<file path="src/rtl/fir_interp2_pkg.sv">
// fir_interp2 shared definitions.
// Tap sets, phase split and FSM states for the interpolate-by-2 FIR.
package fir_interp_pkg;

    localparam int NUM_COEFFS = 15;
    localparam int NUM_EVEN   = 8;
    localparam int NUM_ODD    = 7;
    localparam int COEF_W     = 8;

    typedef logic signed [COEF_W-1:0] coef_t;

    // h0, h2, ... h14 : phase 0 (aligned with the real input sample)
    localparam coef_t EVEN_COEFFS [NUM_EVEN] = '{
        -8'sd2, -8'sd4, 8'sd9, 8'sd32,
        8'sd32, 8'sd9, -8'sd4, -8'sd2
    };

    // h1, h3, ... h13 : phase 1 (aligned with the stuffed zero)
    localparam coef_t ODD_COEFFS [NUM_ODD] = '{
        -8'sd3, 8'sd0, 8'sd21, 8'sd36,
        8'sd21, 8'sd0, -8'sd3
    };

    typedef enum logic [1:0] {
        EMPTY,
        OUT0,
        OUT1
    } state_t;

endpackage

</file>
<file path="src/rtl/fir_interp2_if.sv">
// AXI-Stream bundle for fir_interp2.
// master drives tvalid/tdata/tlast/tstrb, slave drives tready.
interface fir_interp2_if #(
    parameter int W = 32
) ();

    logic           tvalid;
    logic           tready;
    logic [W-1:0]   tdata;
    logic           tlast;
    logic [W/8-1:0] tstrb;

    modport master (
        output tvalid,
        output tdata,
        output tlast,
        output tstrb,
        input  tready
    );

    modport slave (
        input  tvalid,
        input  tdata,
        input  tlast,
        input  tstrb,
        output tready
    );

endinterface

</file>
<file path="src/rtl/fir_interp2_polyphase_dot.sv">
// polyphase_dot: combinational signed dot product, wrapped to W bits.
// Ports: x[N] signed samples in, y = low W bits of sum(x[i]*COEFFS[i]).
module polyphase_dot
    import fir_interp_pkg::*;
#(
    parameter int    N = 8,
    parameter int    W = 32,
    parameter coef_t COEFFS [N] = '{default: coef_t'(0)}
) (
    input  logic signed [W-1:0] x [N],
    output logic        [W-1:0] y
);

    // Low W bits of a two's complement sum of products depend only on
    // the low W bits of every operand, so a W-bit accumulator yields
    // exactly the truncated full-precision result.
    logic signed [W-1:0] acc;
    logic signed [W-1:0] ce;

    always_comb begin
        acc = '0;
        ce  = '0;
        for (int i = 0; i < N; i++) begin
            ce  = {{(W-COEF_W){COEFFS[i][COEF_W-1]}}, COEFFS[i]};
            acc = acc + x[i] * ce;
        end
    end

    assign y = acc;

endmodule

</file>
<file path="src/rtl/fir_interp2.sv">
// fir_interp2: interpolate-by-2 polyphase 15-tap FIR on AXI-Stream.
// Ports: s00_axis_aclk, s00_axis_areset (async, high), s00_axis (slave
// in), m00_axis (master out). Two outputs (y0, y1) per accepted input.
module fir_interp2
    import fir_interp_pkg::*;
#(
    parameter int C_S00_AXIS_TDATA_WIDTH = 32,
    parameter int C_M00_AXIS_TDATA_WIDTH = 32
) (
    input logic           s00_axis_aclk,
    input logic           s00_axis_areset,
    fir_interp2_if.slave  s00_axis,
    fir_interp2_if.master m00_axis
);

    localparam int WI = C_S00_AXIS_TDATA_WIDTH;
    localparam int WO = C_M00_AXIS_TDATA_WIDTH;
    localparam int SW = WI / 8;

    state_t state_q;
    state_t state_d;

    logic signed [WI-1:0] dl_q  [NUM_EVEN];
    logic signed [WI-1:0] dl_d  [NUM_EVEN];
    logic signed [WI-1:0] odd_x [NUM_ODD];

    logic [WI-1:0] y0_d;
    logic [WI-1:0] y1_d;
    logic [WO-1:0] y0_q;
    logic [WO-1:0] y1_q;
    logic          last_q;
    logic [SW-1:0] strb_q;
    logic          in_hs;

    // Delay line as it will look after shifting in the offered sample;
    // both phase sums are taken from this view.
    always_comb begin
        dl_d[0] = $signed(s00_axis.tdata);
        for (int i = 1; i < NUM_EVEN; i++) begin
            dl_d[i] = dl_q[i-1];
        end
        for (int i = 0; i < NUM_ODD; i++) begin
            odd_x[i] = dl_d[i];
        end
    end

    polyphase_dot #(
        .N      (NUM_EVEN),
        .W      (WI),
        .COEFFS (EVEN_COEFFS)
    ) u_even (
        .x (dl_d),
        .y (y0_d)
    );

    polyphase_dot #(
        .N      (NUM_ODD),
        .W      (WI),
        .COEFFS (ODD_COEFFS)
    ) u_odd (
        .x (odd_x),
        .y (y1_d)
    );

    // Accept in EMPTY, or in OUT1 when y1 leaves this cycle so a new
    // sample can follow back-to-back.
    assign s00_axis.tready = (state_q == EMPTY) |
                             ((state_q == OUT1) & m00_axis.tready);
    assign in_hs = s00_axis.tvalid & s00_axis.tready;

    always_comb begin
        state_d = state_q;
        unique case (state_q)
            EMPTY: begin
                if (s00_axis.tvalid) state_d = OUT0;
            end
            OUT0: begin
                if (m00_axis.tready) state_d = OUT1;
            end
            OUT1: begin
                if (m00_axis.tready) begin
                    state_d = s00_axis.tvalid ? OUT0 : EMPTY;
                end
            end
            default: state_d = EMPTY;
        endcase
    end

    always_ff @(posedge s00_axis_aclk or posedge s00_axis_areset) begin
        if (s00_axis_areset) begin
            state_q <= EMPTY;
            dl_q    <= '{default: '0};
            y0_q    <= '0;
            y1_q    <= '0;
            last_q  <= 1'b0;
            strb_q  <= '0;
        end else begin
            state_q <= state_d;
            if (in_hs) begin
                dl_q   <= dl_d;
                y0_q   <= y0_d;
                y1_q   <= y1_d;
                last_q <= s00_axis.tlast;
                strb_q <= s00_axis.tstrb;
            end
        end
    end

    // Outputs are muxed from registers only, so they stay stable
    // while stalled.
    assign m00_axis.tvalid = (state_q != EMPTY);
    assign m00_axis.tdata  = (state_q == OUT1) ? y1_q : y0_q;
    assign m00_axis.tlast  = (state_q == OUT1) & last_q;
    assign m00_axis.tstrb  = strb_q;

endmodule
</file>
<file path="src/flat_wrapper.sv">
// flat-port wrapper written by rule: the top's interface ports become plain ports
module fir_interp2_flat import fir_interp_pkg::*;
#(
    parameter int C_S00_AXIS_TDATA_WIDTH = 32,
    parameter int C_M00_AXIS_TDATA_WIDTH = 32
)
  (s00_axis_aclk, s00_axis_areset, s00_axis_tvalid, s00_axis_tdata, s00_axis_tlast, s00_axis_tstrb, s00_axis_tready, m00_axis_tvalid, m00_axis_tdata, m00_axis_tlast, m00_axis_tstrb, m00_axis_tready);
  fir_interp2_if s00_axis_i ();
  fir_interp2_if m00_axis_i ();
  input logic s00_axis_aclk;
  input logic s00_axis_areset;
  input wire logic [$bits(s00_axis_i.tvalid)-1:0] s00_axis_tvalid;
  input wire logic [$bits(s00_axis_i.tdata)-1:0] s00_axis_tdata;
  input wire logic [$bits(s00_axis_i.tlast)-1:0] s00_axis_tlast;
  input wire logic [$bits(s00_axis_i.tstrb)-1:0] s00_axis_tstrb;
  output wire logic [$bits(s00_axis_i.tready)-1:0] s00_axis_tready;
  output wire logic [$bits(m00_axis_i.tvalid)-1:0] m00_axis_tvalid;
  output wire logic [$bits(m00_axis_i.tdata)-1:0] m00_axis_tdata;
  output wire logic [$bits(m00_axis_i.tlast)-1:0] m00_axis_tlast;
  output wire logic [$bits(m00_axis_i.tstrb)-1:0] m00_axis_tstrb;
  input wire logic [$bits(m00_axis_i.tready)-1:0] m00_axis_tready;
  assign s00_axis_i.tvalid = s00_axis_tvalid;
  assign s00_axis_i.tdata = s00_axis_tdata;
  assign s00_axis_i.tlast = s00_axis_tlast;
  assign s00_axis_i.tstrb = s00_axis_tstrb;
  assign s00_axis_tready = s00_axis_i.tready;
  assign m00_axis_tvalid = m00_axis_i.tvalid;
  assign m00_axis_tdata = m00_axis_i.tdata;
  assign m00_axis_tlast = m00_axis_i.tlast;
  assign m00_axis_tstrb = m00_axis_i.tstrb;
  assign m00_axis_i.tready = m00_axis_tready;
  fir_interp2 #(.C_S00_AXIS_TDATA_WIDTH(C_S00_AXIS_TDATA_WIDTH), .C_M00_AXIS_TDATA_WIDTH(C_M00_AXIS_TDATA_WIDTH)) u_core (.s00_axis_aclk(s00_axis_aclk), .s00_axis_areset(s00_axis_areset), .s00_axis(s00_axis_i), .m00_axis(m00_axis_i));
endmodule
</file>
<file path="config.mk">
export PLATFORM = sky130hd
export DESIGN_NAME = fir_interp2_flat
export DESIGN_NICKNAME = d
export VERILOG_FILES = /design/src/rtl/fir_interp2_pkg.sv /design/src/rtl/fir_interp2_if.sv /design/src/rtl/fir_interp2_polyphase_dot.sv /design/src/rtl/fir_interp2.sv /design/src/flat_wrapper.sv
export SDC_FILE = /design/constraint.sdc
export NUM_CORES = 2
export LEC_CHECK = 0
export CAP_MARGIN = 20
export CORE_AREA = 2 2 252 254
export DETAILED_ROUTE_END_ITERATION = 7
export DIE_AREA = 0 0 254 256
export DONT_BUFFER_PORTS = 1
export PLACE_DENSITY = 0.71
export RECOVER_POWER = 50
export SETUP_SLACK_MARGIN = 0.02
export SLEW_MARGIN = 15
export SYNTH_ARGS = -nofsm -noshare
export SYNTH_HDL_FRONTEND = slang
export SYNTH_SLANG_ARGS = --single-unit
export TNS_END_PERCENT = 5
</file>
<file path="constraint.sdc">
create_clock -name s00_axis_aclk -period 14.8 [get_ports s00_axis_aclk]
set_input_delay 1.48 -clock s00_axis_aclk [delete_from_list [all_inputs] [get_ports s00_axis_aclk]]
set_output_delay 1.48 -clock s00_axis_aclk [all_outputs]
set_load 0.1 [all_outputs]
</file>
==> out/metrics.csv <==
metric,value,unit
synth_edf_count,0,
clock_skew,0.0249,ns
routedWlPerCell,19.7,microns
critPathMostFrequentCell,clkbuf_1,
overflow,0,
drive_gt1_share,6.75,%
cts_buffer_depth,3,
drv_slew,383,
core,62400,sq um
synth_ff_type,dfrtp_1,
crit_buf_inv,3,
dieArea,65000,sq um
yosys-top-cells-area,"fa_1 28%, dfrtp_1 22%, ha_1 14%",
status,"finished, violations left",
violations,"max-capacitance violations, max-slew violations",
max_stage_delay,2.79,ns
worstPathRequired,14.63,ns
cp_cell_sequence,clkinvlp_2 > clkbuf_1 > clkbuf_1,
dr.first_iter.drc_count,1505,
cts_buffers,38,
setup_viol,0,
critPathKind,in2async,
syn-num-nets,4391,
tightest_slew,4.49,ns
nets,4380,
rows,92,
hold_viol,0,
numPortBuffers,0,
synth_top_cell_by_area,fa_1,
drt.antenna.violating_nets,0,
pin_count,80,
cts_hold_buffers,0,
die-width,254,microns
grt_pass1_vias,24400,
utilization,57.9,%
antenna_found_initial,2,
post_cts_resized,0,
critPathTopFamily,buffers and inverters,
clockRootBuffer,clkbuf_16,
insertion_delay,0.59,ns
initial_core_util,54.3,%
fin_crit,9.76,ns
yosys_register_bits,294,
rsz0062_at_grt,no,
h-tree-depth,2,
maxSlewHeadroom,-199,%
vias,23100,
endpoint,u_core.dl_d[34],
crit_start,s00_axis_areset,
endpoint_kind,async pin,
synthArstFlopShare,100,%
slowest_stage,clkbuf_1,
post-route-period-util,65.9,%
cts_tree,built,
worst_ep_arrival_time,9.59,ns
maxCapViolations,7,
netlist_area,33900,sq um
fin_setup_tns,0,ns
yosys_warnings,0,
dr.pass1.iters,5,
dpl_cell_area,34800,sq um
fmax,102,MHz
final_area,36100,sq um
grtUsageTotal,27.9,%
reg2regPathDepth,25,
clk_pin_slew,0.06,ns
syn_area_per_cell,9.65,sq um
cp_max_fo,93,
wl,86.1,mm
syn_inst,3510,
hold_class,reg2reg,
hpwl,70.2,mm
ys_types,61,
reg2reg_slack,6.19,ns
synth_top_area_share,27.8,%
grt_max_degree,111,
die_h,256,microns
drcViolationCount,0,
post_cts_buffers,0,
r2r-start,u_core.dl_d[194],
grt_pass1_wl,138,mm
rr_endpoint,u_core.y0_q[31],
startpoint_type,input pin,
avgViaCountPerCell,5.28,
gp_congestion,0.939,
path_depth,3,
cts.sinks,294,
ys_seq_area_share,21.7,%
holdWs,0.473,ns
area_growth,6.62,%
-- tightest hold or removal path, delay by kind of cell (launching register included) --
kind | cells | cell delay (ns)
AOI/OAI and AO/OA | 1 | 0.06
and+or+nand+nor | 1 | 0.05
DFF | 1 | 0.33
-- metrics by stage --
stage          instances  setup WS (ns)
2_1_floorplan       3510           5.20
3_3_place_gp        4304           6.02
3_5_place_dp        4304           5.93
4_1_cts             4373           6.36
5_1_grt             4374           3.30
6_report            4375           5.04
-- state kept, by name, summed over array words and instances (netlist names) --
signal	count
u_core.y0_q	32
u_core.y1_q	32
u_core.m00_axis.tstrb	4
u_core.state_q	2
u_core.dl_d	223
u_core.last_q	1
-- worst min-delay path by stage --
stage,from,end,slack [ns],cells past startpoint
floorplan,u_core.y1_q[11],u_core.y1_q[11],0.44,2
global placement,u_core.y1_q[11],u_core.y1_q[11],0.46,2
detailed placement,u_core.y1_q[5],u_core.y1_q[5],0.46,2
CTS,u_core.y1_q[5],u_core.y1_q[5],0.48,2
global route,u_core.y0_q[15],u_core.y0_q[15],0.50,2
finish,u_core.y1_q[5],u_core.y1_q[5],0.47,2
-- logic make-up (layout without fill, tap and decap cells) --
logic type / count (synthesis) / in the layout / share of synthesized area (%)
mux: 163 / 163 / 5.41
flops: 294 / 294 / 21.7
other cells: 0 / 1 / 0
xor+xnor: 220 / 220 / 5.69
fa+ha+maj: 840 / 840 / 41.4
simple gates: 504 / 504 / 6.97
compound gates: 369 / 369 / 6.37
buf+inv: 1120 / 1138 / 12.4
-- final cells by class --
type                    count  area (sq um)
clock inverters            11           189
diodes                      1          2.50
flip-flops and latches    294          7360
well taps                 846          1060
inverters                1058          3970
multi-input cells        2096         22300
clock buffers              58          1150
repair buffers             11          63.8
fillers                  5418         26300
-- routing by layer --
metal,GRT usage [%],vias to the layer above,routed length [microns]
met1,37.0,11600,35700
met3,4.50,166,5570
met4,10.1,2,3530
li1,-,10700,-
met2,46.3,613,41300
met5,0,-,12
-- cells in the final DEF, fill, tap and decap left out, types with 27 or more instances in the layout --
master     count
a21oi_1       50
clkbuf_16     41
dfrtp_1      294
fa_1         471
ha_1         369
inv_1       1057
mux2_2       160
nand2_1      225
nor2_1        89
nor3_1        47
nor4_1        27
o21ai_0      201
xnor2_1      162
xor2_1        58
-- synth_stat cells, drive strengths merged, types with 3 or more instances --
cell type,n
a21o,25
dfrtp,294
o211ai,3
a21boi,3
nor4b,3
a21oi,50
and2,6
nand2b,7
a221oi,5
o31ai,13
or4,10
and3,11
ha,369
inv,1058
o21bai,6
xor2,58
nor3,47
or2,6
o21ai,202
fa,471
nor2,89
nor4,29
nor2b,13
nand3b,5
clkbuf,59
a31oi,14
buf,3
and4,3
xnor2,162
a211oi,12
mux2,160
nand2,225
o41ai,4
a311oi,3
nand3,21
or3,9
mux2i,3
nor3b,7
nand4,10
o21a,12
Power is left out: the tool's default activity adds up to more than one toggle a clock period on the data nets, which glitch-free logic cannot reach.
